[src/rtl/servo_pkg.sv]
// rtl/servo_pkg.sv - shared types, constants and helpers for the servo sweep controller
//
// Contents:
//   servo_state_t  per-channel state (OFF, SWEEP, HOMING)
//   PWM_FREQ_HZ    servo frame rate
//   calc_div       prescaler ratio so that 2^n phase steps span one frame
package servo_pkg;

    typedef enum logic [1:0] {
        OFF    = 2'd0,
        SWEEP  = 2'd1,
        HOMING = 2'd2
    } servo_state_t;

    localparam int PWM_FREQ_HZ = 50;

    function automatic int calc_div(input int sys_freq_mhz, input int n);
        return (sys_freq_mhz * 1000000) / (PWM_FREQ_HZ * (1 << n));
    endfunction

endpackage

[src/rtl/servo_sweep_ch.sv]
// rtl/servo_sweep_ch.sv - one servo channel: sweep/home FSM, working duty, shadow duty and PWM comparator
//
// Ports:
//   clk, reset_n   clock, asynchronous active-low reset
//   start_stop     pulse: OFF<->SWEEP, HOMING->OFF
//   home           pulse: enter HOMING (ignored while homing)
//   rot_toggle     pulse: invert sweep direction
//   rot_en         level: allows step ticks to move the duty
//   step_tick      shared sweep step strobe
//   frame_load     shared strobe on the edge where the phase wraps to 0
//   phase          shared PWM phase
//   duty           working duty
//   busy           high in SWEEP or HOMING
//   pwm            registered PWM output
module servo_sweep_ch
    import servo_pkg::*;
#(
    parameter int N        = 12,
    parameter int DUTY_MIN = 113,
    parameter int DUTY_MAX = 521,
    parameter int DUTY_CTR = 317
) (
    input  logic         clk,
    input  logic         reset_n,
    input  logic         start_stop,
    input  logic         home,
    input  logic         rot_toggle,
    input  logic         rot_en,
    input  logic         step_tick,
    input  logic         frame_load,
    input  logic [N-1:0] phase,
    output logic [N-1:0] duty,
    output logic         busy,
    output logic         pwm
);

    localparam logic [N-1:0] D_MIN = N'(DUTY_MIN);
    localparam logic [N-1:0] D_MAX = N'(DUTY_MAX);
    localparam logic [N-1:0] D_CTR = N'(DUTY_CTR);

    servo_state_t state_q, state_d;
    logic [N-1:0] duty_q, duty_d;
    logic [N-1:0] shadow_q, shadow_d;
    logic         dir_q, dir_d;
    logic         pwm_q, pwm_d;
    logic [N-1:0] duty_inc, duty_dec;

    assign duty_inc = duty_q + N'(1);
    assign duty_dec = duty_q - N'(1);

    always_comb begin
        state_d  = state_q;
        duty_d   = duty_q;
        dir_d    = dir_q;
        shadow_d = frame_load ? duty_q : shadow_q;
        pwm_d    = (phase < shadow_q);

        // Only the highest-priority event of the cycle is acted on.
        if (start_stop) begin
            state_d = (state_q == OFF) ? SWEEP : OFF;
        end else if (home) begin
            if (state_q != HOMING) state_d = HOMING;
        end else if (rot_toggle) begin
            dir_d = ~dir_q;
        end else if (step_tick && rot_en) begin
            case (state_q)
                SWEEP: begin
                    if (dir_q) begin
                        // At (or past) the left limit: clamp and turn round.
                        if (duty_q >= D_MAX) begin
                            duty_d = D_MAX;
                            dir_d  = 1'b0;
                        end else begin
                            duty_d = duty_inc;
                            if (duty_inc == D_MAX) dir_d = 1'b0;
                        end
                    end else begin
                        if (duty_q <= D_MIN) begin
                            duty_d = D_MIN;
                            dir_d  = 1'b1;
                        end else begin
                            duty_d = duty_dec;
                            if (duty_dec == D_MIN) dir_d = 1'b1;
                        end
                    end
                end
                HOMING: begin
                    // Direction is implied by which side of centre we are on,
                    // so dir is only restored once centre is reached.
                    if (duty_q == D_CTR) begin
                        state_d = OFF;
                        dir_d   = 1'b1;
                    end else begin
                        duty_d = (duty_q > D_CTR) ? duty_dec : duty_inc;
                        if (duty_d == D_CTR) begin
                            state_d = OFF;
                            dir_d   = 1'b1;
                        end
                    end
                end
                default: ;
            endcase
        end
    end

    always_ff @(posedge clk or negedge reset_n) begin
        if (!reset_n) begin
            state_q  <= OFF;
            duty_q   <= D_CTR;
            shadow_q <= D_CTR;
            dir_q    <= 1'b1;
            pwm_q    <= 1'b0;
        end else begin
            state_q  <= state_d;
            duty_q   <= duty_d;
            shadow_q <= shadow_d;
            dir_q    <= dir_d;
            pwm_q    <= pwm_d;
        end
    end

    assign duty = duty_q;
    assign busy = (state_q != OFF);
    assign pwm  = pwm_q;

endmodule

[src/rtl/servo_sweep_multi.sv]
// rtl/servo_sweep_multi.sv - multi-channel servo sweep controller with shared step tick and PWM phase
//
// Ports:
//   clk, reset_n             clock, asynchronous active-low reset
//   start_stop/home/rot_toggle  per-channel one-cycle control pulses
//   rot_en                   per-channel step enable level
//   duty_out                 working duties, channel k at [k*N +: N]
//   busy                     per-channel SWEEP/HOMING indicator
//   frame_start              one-cycle pulse as the phase wraps to 0
//   motor_pwm                per-channel registered PWM
module servo_sweep_multi
    import servo_pkg::*;
#(
    parameter int SYS_FREQ = 125,
    parameter int N        = 12,
    parameter int CH       = 2,
    parameter int STEP_MS  = 4,
    parameter int DUTY_MIN = 113,
    parameter int DUTY_MAX = 521,
    parameter int DUTY_CTR = 317
) (
    input  logic            clk,
    input  logic            reset_n,
    input  logic [CH-1:0]   start_stop,
    input  logic [CH-1:0]   home,
    input  logic [CH-1:0]   rot_toggle,
    input  logic [CH-1:0]   rot_en,
    output logic [CH*N-1:0] duty_out,
    output logic [CH-1:0]   busy,
    output logic            frame_start,
    output logic [CH-1:0]   motor_pwm
);

    localparam int STEP_CYC = STEP_MS * 1000 * SYS_FREQ;
    localparam int STEP_W   = (STEP_CYC > 1) ? $clog2(STEP_CYC) : 1;
    localparam int DIV      = calc_div(SYS_FREQ, N);
    localparam int DIV_W    = (DIV > 1) ? $clog2(DIV) : 1;

    logic [STEP_W-1:0] step_cnt_q, step_cnt_d;
    logic [DIV_W-1:0]  presc_q, presc_d;
    logic [N-1:0]      phase_q, phase_d;
    logic              frame_start_q, frame_start_d;
    logic              step_tick, presc_wrap, frame_wrap;

    assign step_tick  = (step_cnt_q == STEP_W'(STEP_CYC - 1));
    assign presc_wrap = (presc_q == DIV_W'(DIV - 1));
    assign frame_wrap = presc_wrap && (phase_q == {N{1'b1}});

    always_comb begin
        step_cnt_d    = step_tick ? '0 : step_cnt_q + STEP_W'(1);
        presc_d       = presc_wrap ? '0 : presc_q + DIV_W'(1);
        phase_d       = presc_wrap ? phase_q + N'(1) : phase_q;
        frame_start_d = frame_wrap;
    end

    always_ff @(posedge clk or negedge reset_n) begin
        if (!reset_n) begin
            step_cnt_q    <= '0;
            presc_q       <= '0;
            phase_q       <= '0;
            frame_start_q <= 1'b0;
        end else begin
            step_cnt_q    <= step_cnt_d;
            presc_q       <= presc_d;
            phase_q       <= phase_d;
            frame_start_q <= frame_start_d;
        end
    end

    assign frame_start = frame_start_q;

    for (genvar k = 0; k < CH; k++) begin : g_ch
        servo_sweep_ch #(
            .N        (N),
            .DUTY_MIN (DUTY_MIN),
            .DUTY_MAX (DUTY_MAX),
            .DUTY_CTR (DUTY_CTR)
        ) u_ch (
            .clk        (clk),
            .reset_n    (reset_n),
            .start_stop (start_stop[k]),
            .home       (home[k]),
            .rot_toggle (rot_toggle[k]),
            .rot_en     (rot_en[k]),
            .step_tick  (step_tick),
            .frame_load (frame_wrap),
            .phase      (phase_q),
            .duty       (duty_out[k*N +: N]),
            .busy       (busy[k]),
            .pwm        (motor_pwm[k])
        );
    end

endmodule

[config.mk]
export PLATFORM = sky130hd
export DESIGN_NAME = servo_sweep_multi
export DESIGN_NICKNAME = d
export VERILOG_FILES = /design/src/rtl/servo_pkg.sv /design/src/rtl/servo_sweep_ch.sv /design/src/rtl/servo_sweep_multi.sv
export SDC_FILE = /design/constraint.sdc
export NUM_CORES = 1
export LEC_CHECK = 0
export CAP_MARGIN = 30
export CORE_UTILIZATION = 55
export CTS_CLUSTER_SIZE = 12
export DETAILED_ROUTE_END_ITERATION = 7
export PLACE_DENSITY = 0.76
export SYNTH_ARGS = -nofsm -noshare
export SYNTH_HDL_FRONTEND = slang
export SYNTH_SLANG_ARGS = --single-unit
[constraint.sdc]
create_clock -name clk -period 3.5 [get_ports clk]
set_input_delay 0.525 -clock clk [delete_from_list [all_inputs] [get_ports clk]]
set_output_delay 0.525 -clock clk [all_outputs]
set_load 0.1 [all_outputs]
==> flow_metrics.tcl, run 1 <==
set metrics [dict create \
    outcome "finished clean" \
    grt_start_max_net_pins 54 \
    ys_ff_latch 98 \
    overflow 0 \
    antenna_left 0 \
    yosys.area_share.simple_pct 23.0 \
    dp_slack_ns 0.338 \
    io_pins 39 \
    finalHoldViolations 0 \
    ff_latch_area_um2 2490 \
    diodes 0 \
    path_buf_inv 2 \
    cp.arrival_ns 3.52 \
    synth_top_area_share_pct 25.9 \
    period_share_pct 94.0 \
    clkSlewWorstSetupHoldPaths_ns 0.07 \
    crit_chain "inv_1 -> ha_1 -> or3b_1 -> o211a_2 -> nor2_1 -> a22oi_1 -> a2111oi_0 -> buf_4 -> a31oi_1 -> nor4_1 -> o31ai_1" \
    hold_buffers 0 \
    core-area_um2 12200 \
    crit_required_ns 3.73 \
    place_congestion 1.00 \
    hold_ws_ns 0.215 \
    start_util_pct 57.2 \
    timing.slew.headroom_pct 34.9 \
    synth_fa_ha_area_share_pct 7.19 \
    netlist_area_um2 6960 \
    synth_seq_area_share_pct 35.7 \
    die_y_um 114 \
    cts_buffer_depth 2 \
    grt_usage_pct 29.2 \
    synthMuxAreaShare_pct 1.53 \
    vias_per_cell 6.14 \
    syn2layout_area_growth_pct 13.0 \
    post_cts_buffers 0 \
    synth_edf_count 0 \
    p_total_mw 2.46 \
    min_period_ns 3.29 \
    synthMostInstantiatedCell "nand2_1" \
    setup_ws_ns 0.211 \
    finalSetupViolCount 0 \
    power_density_nw_per_um2 313 \
    cts_tree "yes" \
    syn_nets 886 \
    fin_util_pct 64.7 \
    drtIter0Drc 482 \
    slowest_delay_ns 0.71 \
    cts_resized 0 \
    grt_pass1_wl_um 30000 \
    h-tree-depth 3 \
    fin_skew_ns 0.0135 \
    drc 0 \
    rsz0062_at_grt "no" \
    ys.flop_type "dfrtp_1" \
    crit_family "compound AO/OA/AOI/OAI gates" \
    via_count 6369 \
    antenna_found_initial 0 \
    slowest_stage "dfstp_4" \
    multi_input_area_um2 4060 \
    postSynthCellCount 836 \
    clock_latency_ns 0.35 \
    worstPathMaxFanout 16 \
    synth_compound_area_share_pct 18.8 \
    row_count 40 \
    tightest_slew_ns 0.973 \
    synthDistinctLibCells 73 \
    ys.warnings.count 0 \
    final_nets 914 \
    synthXorXnorAreaFrac_pct 7.55 \
    drive_above_1_share_pct 12.9 \
    synth_top_family_by_area "simple AND/OR/NAND/NOR gates" \
    nFillCells 1049 \
    cts.sink_count 98 \
    die_area_um2 13100 \
    async_flop_share_pct 100 \
    clockRootBuffer "clkbuf_16" \
    ir_drop_mv 0.282 \
    wl_per_cell_um 17.7 \
    crit_path_start_kind "register" \
    firstDrtPassIters 5 \
    finalMaxSlewViolations 0 \
    die-width_um 114 \
    leakage_nw 3.22 \
    wl_um 18400 \
    portBuffers 38 \
    synth_area_leaders "dfrtp_1 (26%), dfstp_2 (9.8%), ha_1 (7.2%), xnor2_1 (5.2%), nand2_1 (4.8%)" \
    grt_pass1_vias 5967 \
    cts_made_buffers 9 \
    critical_path_class "reg2reg" \
    syn_area_per_cell_um2 8.33 \
    hpwlAfterDp_um 13200 \
    synth_common_cells "nand2_1 (89), nor2_1 (73), dfrtp_1 (72), inv_1 (53), clkbuf_1 (48)" \
    hp-class "in2async" \
    cp-end-kind "register" \
    maxCapViolCount 0 \
    yosysTopAreaCell "dfrtp_1" \
    fmax_ghz 0.304 \
    setup_tns_ns 0 \
]
registers in the layout, indices dropped and copies added, names as in the netlist:
signal	cells
frame_start	1
g_ch.u_ch.dir_q	2
g_ch.u_ch.duty	24
g_ch.u_ch.pwm	2
g_ch.u_ch.shadow_q	24
g_ch.u_ch.state_q	4
phase_q	12
presc_q	10
step_cnt_q	19
path summary, 6_finish.rpt:
path | startpoint | to | slack, ns | cells after the start
max in group asynchronous | reset_n | g_ch[1].u_ch.shadow_q[5] | 2.43 | 2
setup reg to reg | g_ch[0].u_ch.duty[0] | g_ch[0].u_ch.state_q[0] | 0.21 | 11
hold reg to reg | step_cnt_q[4] | step_cnt_q[4] | 0.47 | 1
hold / removal | reset_n | g_ch[0].u_ch.duty[7] | 0.21 | 1
min in group clk | step_cnt_q[4] | step_cnt_q[4] | 0.47 | 1
setup / recovery | g_ch[0].u_ch.duty[0] | g_ch[0].u_ch.state_q[0] | 0.21 | 11
power breakdown:
group          switching, mW  leakage [nW]  total [mW]  internal (mW)
clock network          0.436         0.149        1.03          0.594
logic                  0.167          1.84       0.243         0.0758
registers             0.0341          1.22        1.19           1.15
cell usage in the layout, fill, tap and decap left out, types with 20 or more instances in the layout:
cell type  count
o21ai_0       20
ha_1          40
nand3_1       29
a21oi_1       36
o21ai_1       46
dfstp_2       25
xnor2_1       41
nand2_1       89
buf_4         56
inv_1         53
nor3_1        20
nor2_1        73
dfrtp_1       71
layout make-up:
cell class / instances / area share (%)
repair buffers: 72 / 7.63
well taps: 168 / 2.67
inverters: 54 / 2.58
flip-flops and latches: 98 / 31.7
multi-input cells: 629 / 51.6
clock inverters: 4 / 0.652
clock buffers: 12 / 3.26
kinds of logic (layout without fill, tap and decap cells):
group | after synthesis | in the layout
compound gates | 202 | 202
xor+xnor | 60 | 60
fa+ha+maj | 40 | 40
buf+inv | 109 | 142
flops | 98 | 98
mux | 10 | 10
simple gates | 317 | 317
per-stage QoR:
| stage | cell area (µm²) | cells |
|---|---|---|
| 2_1_floorplan | 6970 | 836 |
| 3_3_place_gp | 7560 | 1021 |
| 3_5_place_dp | 7560 | 1021 |
| 4_1_cts | 7870 | 1037 |
| 5_1_grt | 7870 | 1037 |
| 6_report | 7870 | 1037 |
layer usage:
layer	GRT usage, %	up-vias	routed length (µm)
li1	-	3030	-
met1	39.4	3009	8170
met2	47.0	284	8500
met3	5.13	46	1260
met4	10.7	0	431
met5	0	-	0
Power figures use the tool's default switching activity.
==> run 2, diff against run 1 <==
--- a/config.mk
+++ b/config.mk
@@ -7,6 +7,8 @@
 export LEC_CHECK = 0
 export CAP_MARGIN = 30
 export CORE_UTILIZATION = 55
+export CTS_BUF_LIST = sky130_fd_sc_hd__clkbuf_4
+export CTS_CLUSTER_DIAMETER = 200
 export CTS_CLUSTER_SIZE = 12
 export DETAILED_ROUTE_END_ITERATION = 7
 export PLACE_DENSITY = 0.76
==> run 2 against run 1 <==
  * Maximum frequency rose by 3.0%
  * Power decreased by 17%
  * Design area fell by 2.2%
  * Final cell count unchanged
  * Critical path type unchanged
==> flow_metrics.tcl, run 2 (synthesized netlist as in run 1, its figures left out) <==
set metrics [dict create \
    hold_ws_ns 0.0836 \
    die_area_um2 13100 \
    finalHoldViolations 0 \
    path_buf_inv 2 \
    die_y_um 114 \
    use_met3_pct 4.08 \
    slowest_stage "dfstp_4" \
    clockRootBuffer "clkbuf_4" \
    busiest_layer "met2" \
    worstPathMaxFanout 16 \
    final_nets 914 \
    cts_tree "yes" \
    vias_per_cell 6.14 \
    ff_latch_area_um2 2490 \
    grt_pass1_vias 5913 \
    antenna_found_initial 0 \
    io_pins 39 \
    cts.sink_count 98 \
    hold_buffers 0 \
    period_share_pct 91.2 \
    hpwlAfterDp_um 13200 \
    place_congestion 1.00 \
    tightest_slew_ns 0.973 \
    die-width_um 114 \
    outcome "finished clean" \
    syn2layout_area_growth_pct 10.5 \
    rsz0062_at_grt "no" \
    diodes 0 \
    layout.cells.non_filler 1037 \
    critical_path_class "reg2reg" \
    cp.arrival_ns 3.54 \
    overflow 0 \
    antenna_left 0 \
    finalSetupViolCount 0 \
    dp.cells 1021 \
    clock_latency_ns 0.45 \
    crit_family "compound AO/OA/AOI/OAI gates" \
    final_area_um2 7690 \
    firstDrtPassIters 5 \
    h-tree-depth 3 \
    wl_um 18100 \
    maxCapViolCount 0 \
    drive_above_1_share_pct 12.8 \
    crit_path_start_kind "register" \
    core-area_um2 12200 \
    row_count 40 \
    fin_skew_ns 0.0233 \
    ir_drop_mv 0.265 \
    nFillCells 1076 \
    grt_pass1_wl_um 29700 \
    setup_tns_ns 0 \
    grt_start_max_net_pins 54 \
    crit_chain "inv_1 -> ha_1 -> or3b_1 -> o211a_2 -> nor2_1 -> a22oi_1 -> a2111oi_0 -> buf_4 -> a31oi_1 -> nor4_1 -> o31ai_1" \
    leakage_nw 3.14 \
    grt_usage_pct 28.7 \
    timing.slew.headroom_pct 34.9 \
    mostFrequentLayoutCells "nand2_1 (89), nor2_1 (73), dfrtp_1 (71), buf_4 (56), inv_1 (53)" \
    met1_usage_pct 39.2 \
    slowest_delay_ns 0.74 \
    multi_input_area_um2 4060 \
    cts_made_buffers 9 \
    use_met2_pct 46.5 \
    crit_required_ns 3.84 \
    placed_area_um2 7560 \
    post_cts_buffers 0 \
    power_density_nw_per_um2 265 \
    drtIter0Drc 422 \
    finalMaxSlewViolations 0 \
    min_period_ns 3.19 \
    fmax_ghz 0.313 \
    drc 0 \
    cts_resized 0 \
    hp-class "in2async" \
    cts_buffer_depth 2 \
    via_count 6363 \
    mostFrequentLayoutCell "nand2_1" \
    fin_util_pct 63.3 \
    wl_per_cell_um 17.5 \
    portBuffers 38 \
    clkSlewWorstSetupHoldPaths_ns 0.15 \
    cp-end-kind "register" \
    start_util_pct 57.2 \
]
run 2: cell count changes in the layout (fill, tap and decap cells not counted), sizes merged:
cell    previous run  this run
clkinv             3         5
clkbuf            12        10
run 2: metal layers:
| layer | wire length (µm) | vias to the layer above |
|---|---|---|
| li1 | - | 3037 |
| met1 | 8120 | 3020 |
| met2 | 8480 | 262 |
| met3 | 1100 | 44 |
| met4 | 432 | 0 |
| met5 | 0 | - |
run 2: final timing paths:
kind / startpoint / to / slack, ns / depth (start not counted)
min: reset_n / g_ch[0].u_ch.duty[7] / 0.08 / 1
max reg2reg: g_ch[0].u_ch.duty[0] / g_ch[0].u_ch.state_q[0] / 0.31 / 11
max: g_ch[0].u_ch.duty[0] / g_ch[0].u_ch.state_q[0] / 0.31 / 11
min reg2reg: step_cnt_q[4] / step_cnt_q[4] / 0.48 / 1
min in group clk: step_cnt_q[4] / step_cnt_q[4] / 0.48 / 1
max in group asynchronous: reset_n / g_ch[1].u_ch.duty[2] / 2.57 / 2
run 2: final cells by class:
cell class,instances,share of cell area [%]
multi-input cells,629,52.7
well taps,168,2.73
inverters,54,2.63
clock buffers,10,0.976
flip-flops and latches,98,32.4
clock inverters,6,0.764
repair buffers,72,7.81
run 2: stage by stage:
stage	setup WS, ns	total power, mW
after floorplan	0.0524	1.36
after global placement	0.356	1.44
after detailed placement	0.338	1.45
after CTS	0.351	2.05
after global routing	0.116	2.13
final	0.306	2.04
run 2: report_power, final:
group          switching (mW)  internal (mW)  total, mW
clock                   0.385          0.222      0.607
combinational           0.166         0.0759      0.242
sequential             0.0335           1.15       1.19
total                   0.584           1.45       2.04
